### src/rtl/retire_trace_buffer_pkg.sv
// Shared types for the retirement trace buffer: record layout, capture states, control-FSM state codes.
// Record gains a ts field when RETIRE_TRACE_TIMESTAMP_EN is defined.
package retire_trace_buffer_pkg;

  localparam logic [4:0] FETCH  = 5'h00;
  localparam logic [4:0] DECODE = 5'h01;

  typedef enum logic {
    IDLE,
    COLLECT
  } trace_state_t;

  typedef struct packed {
`ifdef RETIRE_TRACE_TIMESTAMP_EN
    logic [31:0] ts;
`endif
    logic [31:0] seq;
    logic [31:0] pc;
    logic [31:0] instr;
    logic        rd_we;
    logic [4:0]  rd;
    logic [31:0] rd_data;
    logic        mem_we;
    logic [31:0] mem_addr;
    logic [31:0] mem_data;
  } retire_rec_t;

endpackage

### src/rtl/retire_trace_buffer_if.sv
// Valid/ready stream carrying retired-instruction records out of the trace buffer.
interface retire_trace_buffer_if;
  import retire_trace_buffer_pkg::*;

  logic        trace_valid;
  logic        trace_ready;
  retire_rec_t trace_rec;

  modport master (output trace_valid, output trace_rec, input trace_ready);
  modport slave  (input trace_valid, input trace_rec, output trace_ready);

endinterface

### src/rtl/retire_trace_buffer_sync_fifo.sv
// Single-clock FIFO with natural-wrap pointers and a separate occupancy counter.
// Head data reads as zero while empty so idle outputs stay clean.
module sync_fifo #(
  parameter type T     = logic [7:0],
  parameter int  DEPTH = 8
) (
  input  logic                   clk,
  input  logic                   rst_n,
  input  logic                   push,
  input  T                       wr_data,
  input  logic                   pop,
  output T                       rd_data,
  output logic [$clog2(DEPTH):0] level,
  output logic                   full,
  output logic                   empty
);

  localparam int AW = $clog2(DEPTH);

  T               mem [DEPTH];
  logic [AW-1:0]  wr_ptr;
  logic [AW-1:0]  rd_ptr;
  logic [AW:0]    level_q;
  logic           do_push;
  logic           do_pop;

  assign empty   = (level_q == '0);
  assign full    = (level_q == (AW+1)'(DEPTH));
  assign do_pop  = pop & ~empty;
  // A full FIFO still accepts a push when the head leaves on the same edge.
  assign do_push = push & (~full | do_pop);
  assign level   = level_q;
  assign rd_data = empty ? T'('0) : mem[rd_ptr];

  always_ff @(posedge clk) begin
    if (!rst_n) begin
      wr_ptr  <= '0;
      rd_ptr  <= '0;
      level_q <= '0;
    end else begin
      if (do_push) wr_ptr <= wr_ptr + 1'b1;
      if (do_pop)  rd_ptr <= rd_ptr + 1'b1;
      case ({do_push, do_pop})
        2'b10:   level_q <= level_q + 1'b1;
        2'b01:   level_q <= level_q - 1'b1;
        default: level_q <= level_q;
      endcase
    end
  end

  always_ff @(posedge clk) begin
    if (do_push) mem[wr_ptr] <= wr_data;
  end

endmodule

### src/rtl/retire_trace_buffer.sv
// Retirement trace capture: builds one record per instruction from core taps and queues it for drain.
// Optional RETIRE_TRACE_TIMESTAMP_EN adds a free-running cycle counter stamped into each record.
module retire_trace_buffer
  import retire_trace_buffer_pkg::*;
#(
  parameter int DEPTH = 8,
  parameter int CNT_W = 16
) (
  input  logic                   clk,
  input  logic                   rst_n,
  input  logic                   trace_en,
  input  logic [4:0]             fsm_state,
  input  logic [31:0]            pc_instr,
  input  logic [31:0]            instruction,
  input  logic                   reg_write,
  input  logic [4:0]             rd,
  input  logic [31:0]            result,
  input  logic                   mem_write,
  input  logic [31:0]            mem_addr,
  input  logic [31:0]            mem_wdata,
  retire_trace_buffer_if.master  trace,
  output logic [$clog2(DEPTH):0] fifo_level,
  output logic                   overflow,
  output logic [CNT_W-1:0]       drop_count
);

  trace_state_t state_q, state_d;
  retire_rec_t  cur_q, cur_d, rec_next, commit_rec, head_rec;
  logic [31:0]  seq_q;
  logic         commit, latch, drop;
  logic         pop_fire, fifo_full, fifo_empty;

`ifdef RETIRE_TRACE_TIMESTAMP_EN
  logic [31:0] cycle_q;

  always_ff @(posedge clk) begin
    if (!rst_n) cycle_q <= '0;
    else        cycle_q <= cycle_q + 32'd1;
  end
`endif

  always_ff @(posedge clk) begin
    if (!rst_n) state_q <= IDLE;
    else        state_q <= state_d;
  end

  // DECODE always opens a new record; when one is already open it is committed on that same edge.
  always_comb begin
    state_d = state_q;
    commit  = 1'b0;
    latch   = 1'b0;
    if (!trace_en) begin
      state_d = IDLE;
    end else begin
      if (state_q == COLLECT && fsm_state == FETCH) begin
        commit  = 1'b1;
        state_d = IDLE;
      end
      if (fsm_state == DECODE) begin
        latch   = 1'b1;
        state_d = COLLECT;
        if (state_q == COLLECT) commit = 1'b1;
      end
    end
  end

  // Writes seen in the commit cycle still land in the outgoing record.
  always_comb begin
    rec_next = cur_q;
    if (state_q == COLLECT) begin
      if (reg_write && rd != 5'd0) begin
        rec_next.rd_we   = 1'b1;
        rec_next.rd      = rd;
        rec_next.rd_data = result;
      end
      if (mem_write) begin
        rec_next.mem_we   = 1'b1;
        rec_next.mem_addr = mem_addr;
        rec_next.mem_data = mem_wdata;
      end
    end

    commit_rec     = rec_next;
    commit_rec.seq = seq_q;
`ifdef RETIRE_TRACE_TIMESTAMP_EN
    commit_rec.ts  = cycle_q;
`endif

    cur_d = rec_next;
    if (latch) begin
      cur_d       = '0;
      cur_d.pc    = pc_instr;
      cur_d.instr = instruction;
    end
  end

  assign pop_fire = trace.trace_valid & trace.trace_ready;
  assign drop     = commit & fifo_full & ~pop_fire;

  always_ff @(posedge clk) begin
    if (!rst_n) begin
      cur_q      <= '0;
      seq_q      <= '0;
      overflow   <= 1'b0;
      drop_count <= '0;
    end else begin
      cur_q <= cur_d;
      if (commit) seq_q <= seq_q + 32'd1;
      if (drop) begin
        overflow <= 1'b1;
        if (drop_count != '1) drop_count <= drop_count + 1'b1;
      end
    end
  end

  sync_fifo #(
    .T     (retire_rec_t),
    .DEPTH (DEPTH)
  ) u_fifo (
    .clk     (clk),
    .rst_n   (rst_n),
    .push    (commit),
    .wr_data (commit_rec),
    .pop     (pop_fire),
    .rd_data (head_rec),
    .level   (fifo_level),
    .full    (fifo_full),
    .empty   (fifo_empty)
  );

  assign trace.trace_valid = ~fifo_empty;
  assign trace.trace_rec   = head_rec;

endmodule
### src/flat_wrapper.sv
// flat-port wrapper written by rule: the top's interface ports become plain ports
module retire_trace_buffer_flat import retire_trace_buffer_pkg::*;
#(
  parameter int DEPTH = 8,
  parameter int CNT_W = 16
)
  (clk, rst_n, trace_en, fsm_state, pc_instr, instruction, reg_write, rd, result, mem_write, mem_addr, mem_wdata, fifo_level, overflow, drop_count, trace_trace_valid, trace_trace_rec, trace_trace_ready);
  retire_trace_buffer_if trace_i ();
  input  logic clk;
  input  logic rst_n;
  input  logic trace_en;
  input  logic [4:0] fsm_state;
  input  logic [31:0] pc_instr;
  input  logic [31:0] instruction;
  input  logic reg_write;
  input  logic [4:0] rd;
  input  logic [31:0] result;
  input  logic mem_write;
  input  logic [31:0] mem_addr;
  input  logic [31:0] mem_wdata;
  output logic [$clog2(DEPTH):0] fifo_level;
  output logic overflow;
  output logic [CNT_W-1:0] drop_count;
  output wire logic [$bits(trace_i.trace_valid)-1:0] trace_trace_valid;
  output wire logic [$bits(trace_i.trace_rec)-1:0] trace_trace_rec;
  input wire logic [$bits(trace_i.trace_ready)-1:0] trace_trace_ready;
  assign trace_trace_valid = trace_i.trace_valid;
  assign trace_trace_rec = trace_i.trace_rec;
  assign trace_i.trace_ready = trace_trace_ready;
  retire_trace_buffer #(.DEPTH(DEPTH), .CNT_W(CNT_W)) u_core (.clk(clk), .rst_n(rst_n), .trace_en(trace_en), .fsm_state(fsm_state), .pc_instr(pc_instr), .instruction(instruction), .reg_write(reg_write), .rd(rd), .result(result), .mem_write(mem_write), .mem_addr(mem_addr), .mem_wdata(mem_wdata), .trace(trace_i), .fifo_level(fifo_level), .overflow(overflow), .drop_count(drop_count));
endmodule
### config.mk
export PLATFORM = sky130hd
export DESIGN_NAME = retire_trace_buffer_flat
export DESIGN_NICKNAME = d
export VERILOG_FILES = /design/src/rtl/retire_trace_buffer_pkg.sv /design/src/rtl/retire_trace_buffer_if.sv /design/src/rtl/retire_trace_buffer_sync_fifo.sv /design/src/rtl/retire_trace_buffer.sv /design/src/flat_wrapper.sv
export SDC_FILE = /design/constraint.sdc
export NUM_CORES = 2
export LEC_CHECK = 0
export CORE_ASPECT_RATIO = 0.9
export CORE_MARGIN = 2
export CORE_UTILIZATION = 30
export CTS_BUF_LIST = sky130_fd_sc_hd__clkbuf_4
export CTS_CLUSTER_SIZE = 24
export DETAILED_ROUTE_END_ITERATION = 8
export SYNTH_ARGS = -nofsm -noshare
export SYNTH_HDL_FRONTEND = slang
export SYNTH_SLANG_ARGS = --single-unit
### constraint.sdc
create_clock -name clk -period 45.4 [get_ports clk]
set_input_delay 9.08 -clock clk [delete_from_list [all_inputs] [get_ports clk]]
set_output_delay 9.08 -clock clk [all_outputs]
set_load 0.1 [all_outputs]
==> impl_metrics.csv <==
group,metric,value,unit
power,p_switching,2.41,mW
cells_and_area,postLayoutCoreUtil,36.1,%
critical_path,arrival,6.05,ns
logic_synthesis,synth_seq_cells,1822,
timing,worstMarginPinSlew,1.20,ns
logic_synthesis,synth_seq_area_share,75.6,%
critical_path,rrSetupSlack,41.28,ns
placed_design,place_inst,6811,
logic_synthesis,synth_top_cells_by_count,"edfxtp_1, mux4_2, nor2_1",
routing,drt-wirelength-per-cell,22.2,um
clock_network,cts_root_buf,"clkbuf_4",
critical_path,end_kind,"output pin",
power,vdd_drop_max,0.121,mV
clock_network,tritoncts,"yes",
logic_synthesis,syn_area,69300,um^2
timing,fmax,66.1,MHz
floorplan,dieArea,235000,um^2
floorplan,fp-row-count,167,
cells_and_area,drive_gt1_share,28.8,%
power,switching_share,44.0,%
logic_synthesis,synth-edff-count,1592,
floorplan,die_h,460,um
power,p_int,3.06,mW
logic_synthesis,ys_top_cells_by_area,"edfxtp_1, mux4_2, dfxtp_1, mux2i_1, mux2_2",
routing,vias,36200,
critical_path,path_cells,"buf_4 -> buf_12 -> mux4_2 -> mux2i_1 -> nor2_1 -> clkdlybuf4s50_1",
grt,antenna_found_initial,15,
power,clkPwrFrac,26.1,%
clock_network,clk_path_buf_depth,4,
clock_network,cts_hold_buf,0,
grt,grt_pass1_vias,37900,
job,drv_cap,0,
grt,grt_max_degree,146,
routing,drtIter0Drc,2944,
clock_network,cts_buffers,469,
power,p_per_area,65.9,nW/um^2
timing,setup_violations,0,
critical_path,critical-path-max-stage-delay,1.20,ns
grt,grt-ovfl-total,0,
logic_synthesis,async_flop_share,0,%
cells_and_area,finalNonFillerCells,7677,
clock_network,clock_latency,1.40,ns
timing,report.final.slew_viol_count,0,
clock_network,cts.sinks,1822,
timing,tns,0,ns
timing,period_share,33.3,%
routing,vias_per_cell,4.72,
logic_synthesis,synth_ff_type,"edfxtp_1",
logic_synthesis,synthesis.instances,3508,
clock_network,post-cts-setup-buffers,0,
logic_synthesis,yosysTopAreaCellShare,69.0,%
logic_synthesis,netlist.top_cell.by_area,"edfxtp_1",
routing,wl,170000,um
power,leakagePower,27.7,nW
grt,grt_usage,14.2,%
critical_path,cp.required,36.32,ns
routing,drc,0,
critical_path,worst-path-max-fanout,140,
floorplan,start_util,30.2,%
cells_and_area,syn_to_final_growth,19.8,%
clock_network,cts-resized-gates,0,
critical_path,cp_slowest_cell,"clkdlybuf4s50_1",
power,p_comb_share,40.7,%
timing,slew_headroom,19.7,%
floorplan,core_area,230000,um^2
timing,finalClockSkew,0.123,ns
timing,rsz0062_at_grt,"no",
placed_design,port_buffers,396,
timing,post-route-min-period,15.13,ns
placed_design,gp_congestion,0.724,
logic_synthesis,syn_area_per_cell,19.8,um^2
power,p_seq_share,33.2,%
placed_design,dp_hpwl,89800,um
min_path,min_path_type,"flip-flop to flip-flop",
logic_synthesis,yosysWarnings,0,
clock_network,htreeDepth,5,
floorplan,io-pin-count,397,
logic_synthesis,syn_nets,3691,
grt,grt_pass1_wl,248000,um
critical_path,crit_path_start_kind,"flip-flop",
floorplan,die_x,511,um
routing,drtPass1Iterations,7,
critical_path,worstSetupPathType,"flip-flop to output pin",
routing,drtAntennaViolNets,0,
outcome,status,"finished clean",
cells_and_area,nets,4423,
logic_synthesis,synth_most_common_cell,"edfxtp_1",
timing,hold_viol,0,
logic_synthesis,netlist-cell-type-count,47,
clock_network,clk_pin_slew,0.07,ns
-- placed cells by master, fill, tap and decap left out, types with 14 or more instances in the layout --
cell | netlist | layout
a21oi_1 | 96 | 96
and3_1 | 71 | 71
buf_4 | 4 | 58
clkbuf_4 | 0 | 711
clkdlybuf4s50_1 | 0 | 390
clkinv_1 | 0 | 109
clkinv_2 | 0 | 17
dfxtp_1 | 230 | 227
edfxtp_1 | 1592 | 1592
mux2_2 | 99 | 99
mux2i_1 | 203 | 203
mux4_2 | 398 | 398
nand2_1 | 165 | 164
nand3_1 | 18 | 18
nor2_1 | 236 | 233
nor2b_1 | 38 | 38
o21ai_0 | 28 | 28
or3_1 | 27 | 26
xnor2_1 | 14 | 14
-- cell families after synthesis --
group                    synth area share [%]
AO/OA/AOI/OAI                            1.06
XOR/XNOR                                0.303
adder cells (fa/ha/maj)                 0.137
buffers and inverters                    1.30
flip-flops                               75.6
multiplexers                             17.5
AND/OR/NAND/NOR                          4.10
-- routing by layer --
| layer | vias up | share of wire [%] | global-route usage (%) |
|---|---|---|---|
| li1 | 15800 | - | - |
| met1 | 18900 | 46 | 20.0 |
| met2 | 1212 | 45 | 21.5 |
| met3 | 290 | 6.2 | 3.52 |
| met4 | 2 | 2.3 | 4.91 |
| met5 | - | 0.0076 | 0 |
-- state kept, by name, summed over array words and instances (netlist names), 3 cells and up, named ones only --
| register | count |
|---|---|
| u_core.seq_q | 32 |
| u_core.u_fifo.rd_ptr | 3 |
| u_core.u_fifo.mem | 1592 |
| u_core.u_fifo.level | 4 |
| u_core.u_fifo.wr_ptr | 3 |
| u_core.commit_rec | 64 |
| u_core.drop_count | 16 |
| u_core.cur_q | 103 |
-- per-stage QoR --
| step | power (mW) | hold slack (ns) | setup slack (ns) | area [um^2] |
|---|---|---|---|---|
| 4_1_cts | 5.55 | 0.487 | 29.87 | 83000 |
| 3_3_place_gp | 4.10 | 0.487 | 31.51 | 76900 |
| 6_report | 5.47 | 0.513 | 30.27 | 83000 |
| 2_1_floorplan | 3.53 | 0.485 | 15.53 | 69300 |
| 3_5_place_dp | 4.10 | 0.490 | 31.51 | 76900 |
| 5_1_grt | 5.68 | 0.527 | 29.67 | 83000 |
-- worst paths after layout --
| path | start | endpoint | depth (start not counted) |
|---|---|---|---|
| setup / recovery | flip-flop | trace_trace_rec[48] | 6 |
| hold / removal | u_core.drop_count[15] | u_core.drop_count[15] | 2 |
| setup reg to reg | u_core.state_q | u_core.u_fifo.mem[4][59] | 7 |
| hold reg to reg | u_core.drop_count[15] | u_core.drop_count[15] | 2 |
-- power by group through the flow --
| stage | clock network [mW] | registers, mW | logic [mW] |
|---|---|---|---|
| final | 1.43 | 1.82 | 2.23 |
| after global routing | 1.57 | 1.82 | 2.29 |
| after CTS | 1.48 | 1.82 | 2.25 |
| after floorplan | 0 | 1.85 | 1.68 |
| after global placement | 0 | 1.86 | 2.25 |
| after detailed placement | 0 | 1.86 | 2.25 |
-- worst max-delay path: cells and delay by family, from the launching register on --
kind | cells | cell delay, ns
flops | 1 | 0.96
buf+inv | 3 | 2.55
simple gates | 1 | 0.29
mux | 2 | 0.45
-- cell type report --
cell class	count	area, um^2
flip-flops and latches	1822	52400
clock buffers	711	5340
diodes	13	32.5
fillers	21600	147000
inverters	12	47.5
multi-input cells	1479	16100
clock inverters	142	808
well taps	3042	3810
repair buffers	456	4500
Note: power is estimated with default switching activity, not from simulation.
